[src/rtl/inst_encoder_pkg.sv]
// Shared types for the RV32I instruction encoder: decoded operation enum,
// encoder error codes, base opcodes and a few packing helpers.
package inst_encoder_pkg;

   typedef enum logic [5:0] {
      ERROR, NOP, LUI, AUIPC, JAL, JALR,
      BEQ, BNE, BLT, BGE, BLTU, BGEU,
      LB, LH, LW, LBU, LHU, SB, SH, SW,
      ADDI, SLTI, SLTIU, XORI, ORI, ANDI, SLLI, SRLI, SRAI,
      ADD, SUB, SLL, SLT, SLTU, XOR, SRL, SRA, OR, AND,
      FENCE, ECALL, EBREAK
   } RiscvInstructions;

   typedef enum logic [1:0] {ENC_OK, ENC_BAD_OP, ENC_RANGE, ENC_ALIGN} EncErrCode;

   localparam logic [6:0] OPC_LUI    = 7'b0110111;
   localparam logic [6:0] OPC_AUIPC  = 7'b0010111;
   localparam logic [6:0] OPC_JAL    = 7'b1101111;
   localparam logic [6:0] OPC_JALR   = 7'b1100111;
   localparam logic [6:0] OPC_BRANCH = 7'b1100011;
   localparam logic [6:0] OPC_LOAD   = 7'b0000011;
   localparam logic [6:0] OPC_STORE  = 7'b0100011;
   localparam logic [6:0] OPC_OP_IMM = 7'b0010011;
   localparam logic [6:0] OPC_OP     = 7'b0110011;
   localparam logic [6:0] OPC_FENCE  = 7'b0001111;
   localparam logic [6:0] OPC_SYSTEM = 7'b1110011;

   // True when value, read as signed, is representable in 'width' two's-complement bits.
   function automatic logic fits_signed(input logic [31:0] value, input int width);
      logic signed [31:0] s;
      int lim;
      s   = value;
      lim = 1 << (width - 1);
      return (s >= -lim) && (s < lim);
   endfunction

   function automatic logic [2:0] funct3_of(input RiscvInstructions op);
      case (op)
         BNE, LH, SH, SLLI, SLL:              return 3'b001;
         LW, SW, SLTI, SLT:                   return 3'b010;
         SLTIU, SLTU:                         return 3'b011;
         BLT, LBU, XORI, XOR:                 return 3'b100;
         BGE, LHU, SRLI, SRAI, SRL, SRA:      return 3'b101;
         BLTU, ORI, OR:                       return 3'b110;
         BGEU, ANDI, AND:                     return 3'b111;
         default:                             return 3'b000;
      endcase
   endfunction

endpackage

[src/rtl/inst_pack.sv]
// Combinational packer: one decoded operation plus fields -> RV32I word,
// with an error code when the operation or immediate cannot be encoded.
module inst_pack
   import inst_encoder_pkg::*;
(
   input  RiscvInstructions operation,
   input  logic [4:0]       rd,
   input  logic [4:0]       rs1,
   input  logic [4:0]       rs2,
   input  logic [31:0]      imm,
   output logic [31:0]      instruction,
   output EncErrCode        err_code
);

   logic [2:0] f3;
   assign f3 = funct3_of(operation);

   always_comb begin
      instruction = 32'h0000_0000;
      err_code    = ENC_OK;
      case (operation)
         NOP:    instruction = 32'h0000_0033;
         ECALL:  instruction = 32'h0000_0073;
         EBREAK: instruction = 32'h0010_0073;
         FENCE:  instruction = {imm[11:0], 13'b0, OPC_FENCE};
         LUI:    instruction = {imm[31:12], rd, OPC_LUI};
         AUIPC:  instruction = {imm[31:12], rd, OPC_AUIPC};
         JAL: begin
            if (imm[0])                     err_code = ENC_ALIGN;
            else if (!fits_signed(imm, 21)) err_code = ENC_RANGE;
            instruction = {imm[20], imm[10:1], imm[11], imm[19:12], rd, OPC_JAL};
         end
         JALR: begin
            if (!fits_signed(imm, 12)) err_code = ENC_RANGE;
            instruction = {imm[11:0], rs1, 3'b000, rd, OPC_JALR};
         end
         BEQ, BNE, BLT, BGE, BLTU, BGEU: begin
            if (imm[0])                     err_code = ENC_ALIGN;
            else if (!fits_signed(imm, 13)) err_code = ENC_RANGE;
            instruction = {imm[12], imm[10:5], rs2, rs1, f3, imm[4:1], imm[11], OPC_BRANCH};
         end
         LB, LH, LW, LBU, LHU: begin
            if (!fits_signed(imm, 12)) err_code = ENC_RANGE;
            instruction = {imm[11:0], rs1, f3, rd, OPC_LOAD};
         end
         SB, SH, SW: begin
            if (!fits_signed(imm, 12)) err_code = ENC_RANGE;
            instruction = {imm[11:5], rs2, rs1, f3, imm[4:0], OPC_STORE};
         end
         ADDI, SLTI, SLTIU, XORI, ORI, ANDI: begin
            if (!fits_signed(imm, 12)) err_code = ENC_RANGE;
            instruction = {imm[11:0], rs1, f3, rd, OPC_OP_IMM};
         end
         SLLI, SRLI, SRAI: begin
            if (imm[31:5] != 27'd0) err_code = ENC_RANGE;
            instruction = {(operation == SRAI) ? 7'b0100000 : 7'b0000000,
                           imm[4:0], rs1, f3, rd, OPC_OP_IMM};
         end
         ADD, SUB, SLL, SLT, SLTU, XOR, SRL, SRA, OR, AND:
            instruction = {(operation == SUB || operation == SRA) ? 7'b0100000 : 7'b0000000,
                           rs2, rs1, f3, rd, OPC_OP};
         default: err_code = ENC_BAD_OP;
      endcase
   end

endmodule

[src/rtl/inst_encoder.sv]
// Instruction encoder: accepts decoded operations, packs them to RV32I words
// and streams them through a 2-entry buffer with an auto-incrementing address.
module inst_encoder
   import inst_encoder_pkg::*;
#(
   parameter logic [31:0] BASE_ADDR = 32'h0000_0000,
   parameter int          COUNT_W   = 16
) (
   input  logic               clk,
   input  logic               rst,
   input  logic               in_valid,
   output logic               in_ready,
   input  RiscvInstructions   in_operation,
   input  logic [4:0]         in_rd,
   input  logic [4:0]         in_rs1,
   input  logic [4:0]         in_rs2,
   input  logic [31:0]        in_imm,
   input  logic               addr_load_en,
   input  logic [31:0]        addr_load_value,
   output logic               out_valid,
   input  logic               out_ready,
   output logic [31:0]        out_instruction,
   output logic [31:0]        out_addr,
   output logic               err_valid,
   output EncErrCode          err_code,
   output logic               err_sticky,
   output logic [COUNT_W-1:0] word_count
);

   logic [31:0] pack_word;
   EncErrCode   pack_err;
   logic [31:0] entry1;
   logic [1:0]  count;
   logic [1:0]  count_next;
   logic        accept;
   logic        push;
   logic        pop;

   inst_pack u_pack (
      .operation   (in_operation),
      .rd          (in_rd),
      .rs1         (in_rs1),
      .rs2         (in_rs2),
      .imm         (in_imm),
      .instruction (pack_word),
      .err_code    (pack_err)
   );

   assign accept     = in_valid & in_ready;
   assign push       = accept & (pack_err == ENC_OK);
   assign pop        = out_valid & out_ready;
   assign out_valid  = (count != 2'd0);
   assign count_next = count + {1'b0, push} - {1'b0, pop};

   // out_instruction is the head entry itself; entry1 is the slot behind it.
   always_ff @(posedge clk or posedge rst) begin
      if (rst) begin
         count           <= 2'd0;
         in_ready        <= 1'b1;
         out_instruction <= 32'h0000_0000;
         entry1          <= 32'h0000_0000;
      end else begin
         count    <= count_next;
         in_ready <= (count_next != 2'd2);
         if (pop) begin
            if (push && count == 2'd1) out_instruction <= pack_word;
            else                       out_instruction <= entry1;
            if (push && count == 2'd2) entry1 <= pack_word;
         end else if (push) begin
            if (count == 2'd0) out_instruction <= pack_word;
            else               entry1 <= pack_word;
         end
      end
   end

   // A load overrides the increment; the word leaving this cycle already saw the old address.
   always_ff @(posedge clk or posedge rst) begin
      if (rst) begin
         out_addr   <= BASE_ADDR;
         word_count <= '0;
      end else begin
         if (addr_load_en)
            out_addr <= {addr_load_value[31:2], 2'b00};
         else if (pop)
            out_addr <= out_addr + 32'd4;
         if (pop && word_count != '1)
            word_count <= word_count + {{(COUNT_W-1){1'b0}}, 1'b1};
      end
   end

   always_ff @(posedge clk or posedge rst) begin
      if (rst) begin
         err_valid  <= 1'b0;
         err_code   <= ENC_OK;
         err_sticky <= 1'b0;
      end else begin
         err_valid <= accept && (pack_err != ENC_OK);
         if (accept && pack_err != ENC_OK) begin
            err_code   <= pack_err;
            err_sticky <= 1'b1;
         end
      end
   end

endmodule

[config.mk]
export PLATFORM = sky130hd
export DESIGN_NAME = inst_encoder
export DESIGN_NICKNAME = d
export VERILOG_FILES = /design/src/rtl/inst_encoder_pkg.sv /design/src/rtl/inst_pack.sv /design/src/rtl/inst_encoder.sv
export SDC_FILE = /design/constraint.sdc
export NUM_CORES = 1
export LEC_CHECK = 0
export ABC_AREA = 1
export CAP_MARGIN = 5
export CORE_ASPECT_RATIO = 0.6
export CORE_MARGIN = 1
export CORE_UTILIZATION = 53
export DETAILED_ROUTE_END_ITERATION = 16
export PLACE_DENSITY = 0.82
export SLEW_MARGIN = 10
export SYNTH_ARGS = -nofsm -noshare
export SYNTH_HDL_FRONTEND = slang
export SYNTH_HIERARCHICAL = 1
export SYNTH_SLANG_ARGS = --single-unit
[constraint.sdc]
create_clock -name clk -period 7.6 [get_ports clk]
set_input_delay 1.52 -clock clk [delete_from_list [all_inputs] [get_ports clk]]
set_output_delay 1.52 -clock clk [all_outputs]
set_load 0.02 [all_outputs]
==> summary.md <==
| Metric | Value |
|---|---|
| Die height | approximately 100 um |
| Routed Wire Length | 24900 um |
| CTS tree | built |
| Worst-Margin Slew | ~0.85 ns |
| Crit-path max FO | 33 |
| Placed Cells | around 1600 |
| Wire length on met3 | 2700 um |
| Core ar. | roughly 15000 um2 |
| Cell variety after synth | 45 |
| Antenna cells | 0 |
| Fillers | between 1000 and 1500 |
| DR vias/cell | between 5 and 6 |
| Pleak | approximately 5 nW |
| I/O pin total | 176 |
| Fin crit share | between 70% and 80% |
| Status | finished, final reports clean |
| GR Overflow Total | 0 |
| HP Class | reg -> reg |
| Post-synthesis mux area share | 0% |
| CTS H-tree lvls | 4 |
| Clk sinks | 117 |
| Final-stage net count | roughly 1500 |
| VDD IR-drop max | ~0.00023 V |
| Met1 WL | around 12000 um |
| Crit start category | input pin |
| Most common cell in the netlist | nand2_1 |
| Pwr dens | roughly 280 nW/um2 |
| Metal2 WL | 10000 um |
| Fin Hold WS | 0.483 ns |
| Layout cell share with drive strength beyond 1 | between 7 and 8% |
| DRT iter0 DRCs | 986 |
| IO buf count | approximately 170 |
| Wirelength per Cell | approximately 16 um |
| Max_cap viols | 0 |
| Synth top cells by count | nand2_1, nand3_1, inv_1, dfrtp_1, nor2_1 |
| Cell area after layout | between 10000 and 15000 um2 |
| Final ANT Viol Nets | 0 |
| Cell taking the most area after synthesis | dfrtp_1 |
| Placement-stage cell area | a little under 10000 um2 |
| Largest net degree at the start of global routing | 67 |
| Clock skew | between 0.01 and 0.015 ns |
| CP Cell Sequence | clkdlybuf4s50_1 > inv_1 > ha_1 > inv_1 > nand2_1 > nand3_1 > inv_1 > nor2_1 > nand2_1 > nor2_1 > nand4_1 > nand2_1 > nor3_4 > nand2_2 > nand2_2 > nand3_1 > nand3_1 |
| Non-Filler Instances | between 1500 and 2000 |
| WP data required | about 8.0 ns |
| Post-Synth Adder-Cell Area | approximately 1.4% |
| Fmax | 179 MHz |
| Clock buffer depth | 2 |
| Area Overhead vs Synth | 28.5% |
| Final min period | between 5 and 6 ns |
| Register area share after synthesis | ~36% |
| Slew headroom | a little over two fifths |
| Initial DRT Pass Iterations | 5 |
| Die Wd | ~160 um |
| Setup violators final | 0 |
| DRC | 0 |
| Hold Buf Count CTS | 0 |
| Endpoint class of the critical path | register |
| Row count | 34 |
| Hpwl dp | 18300 um |
| Total track usage | around a third |
| Simple-gate area share of the yosys netlist | 41.2% |
| Pins Over Slew Limit | 0 |
| CTS root buf | clkbuf_16 |
| Crit path DAT | around 5.9 ns |
| Top sig layer | met4 |
| Via count | slightly below 9000 |
| First-pass GRT wire length | just over 40000 um |
| Starting density of the core | between 50% and 60% |
| Total power draw | about 3 mW |
| CTS buffer count | 17 |
| Setup CP Type | in -> reg |
| Mapped Area | just over 8000 um2 |
| Clock Pin Slew Worst Setup and Hold Paths | approximately 0.060 ns |
| Critical-path cell with the highest stage delay | nand2_2 |
| Area share of xor/xnor cells in the synthesized design | ~1.7% |
| Synth top area share | 35.8% |
| Main combinational cell family by area after synthesis | simple AND/OR/NAND/NOR gates |
| Post-CTS resize count | 0 |
| Initial antenna violation count | 0 |
| Syn Inst Count | ~1200 |
| Asr flop ratio synth | 100% |
| Mapped Avg Cell Area | between 6 and 7 um2 |
| EDFF count, synth | 0 |
| Post-CTS setup buffer count | 0 |
| #FFs+latches synth | 117 |
| Top post-synthesis cells by area | dfrtp_1, nand2_1, nand3_1 |
| Crit path max-delay family | simple AND/OR/NAND/NOR gates |
| Final Hold Viols | 0 |
| Synth Area in Compound Gates | under 10% |
| Setup TNS | 0 ns |
| Die area | 15800 um2 |
| GP Congestion | around 1.0 |
| RSZ-0062 raised after global routing | false |
| Worst path buffer plus inverter count | 4 |
| Vias in the first global route | approximately 8000 |
| Worst-Skew Late Latency | 0.42 ns |
| Largest stage delay, worst path | between 0.7 and 0.8 ns |
| Main synth FF type | dfrtp_1 |
| Ys Warns | 6 |
[per-stage QoR]
stage          worst slack (ns)  util, %
5_1_grt                    1.62     70.7
2_1_floorplan              2.98        -
6_report                   2.02     70.7
3_3_place_gp               1.86     66.8
4_1_cts                    2.12     70.7
3_5_place_dp               1.78     66.8
[registers in the layout (all words and copies together), names as in the netlist]
name / cells
word_count: 16
err_sticky: 1
err_valid: 1
out_addr: 30
in_ready: 1
count: 2
err_code: 2
out_instruction: 32
entry1: 32
[metal layers]
metal | vias up | global-route usage [%]
li1 | 4199 | -
met1 | 4019 | 50.1
met2 | 453 | 44.7
met3 | 27 | 8.96
met4 | 0 | 7.26
met5 | - | 0
[cell families after synthesis]
family          after synthesis
simple gates                753
buf+inv                     202
compound gates              120
flops                       117
xor+xnor                     16
fa+ha+maj                     9
other cells                   1
[layout make-up]
cell class | count | area [um2] | area share [%]
clock inverters | 13 | 123 | 1.18
inverters | 162 | 611 | 5.87
well taps | 198 | 248 | 2.38
flip-flops and latches | 117 | 2930 | 28.1
multi-input cells | 900 | 4310 | 41.4
clock buffers | 19 | 453 | 4.35
repair buffers | 174 | 1730 | 16.7
[worst paths after layout]
path | from | endpoint | slack [ns] | depth (start not counted)
worst max-delay path | in_operation[0] | out_instruction[8]$_DFFE_PP0P_ | 2.02 | 17
worst min-delay path | err_sticky$_DFFE_PP0P_ | err_sticky$_DFFE_PP0P_ | 0.48 | 1
worst max register to register | count[1]$_DFF_PP0_ | in_ready$_DFF_PP1_ | 4.96 | 9
worst min register to register | err_sticky$_DFFE_PP0P_ | err_sticky$_DFFE_PP0P_ | 0.48 | 1
max in group asynchronous | rst | entry1[15]$_DFFE_PP0P_ | 4.77 | 3
min in group asynchronous | rst | word_count[15]$_DFFE_PP0P_ | 1.54 | 2
[power breakdown]
part	total, mW	internal (mW)	switching (mW)	leakage [nW]
Combinational	1.15	0.473	0.681	3.20
Clock	0.782	0.471	0.311	0.273
Sequential	1.01	0.829	0.184	1.50
[layout by cell type, fill, tap and decap left out, types with 2 or more instances in the layout]
cell type,synthesis,routed
o21ai_1,31,31
dfrtp_1,116,116
nor2_4,2,2
xnor2_1,7,7
buf_4,14,3
or2_2,3,3
conb_1,1,2
nor2_2,8,8
nand2_2,16,16
inv_6,0,5
nand4_1,24,24
inv_2,16,16
clkbuf_8,0,2
clkinv_2,0,2
ha_1,9,9
a21oi_1,13,13
inv_1,146,145
o21ai_0,37,37
o21bai_1,16,16
clkinvlp_4,0,4
o211ai_1,7,7
nand3_1,173,173
nand3b_1,9,9
and2_1,3,3
clkdlybuf4s50_1,0,171
xor2_1,9,9
nand2_1,400,400
o22ai_1,7,7
nor3_1,8,8
nand3_2,3,3
nor2_1,96,96
clkbuf_16,0,17
nand2_4,4,4
Note: power is estimated with default switching activity, not from simulation.
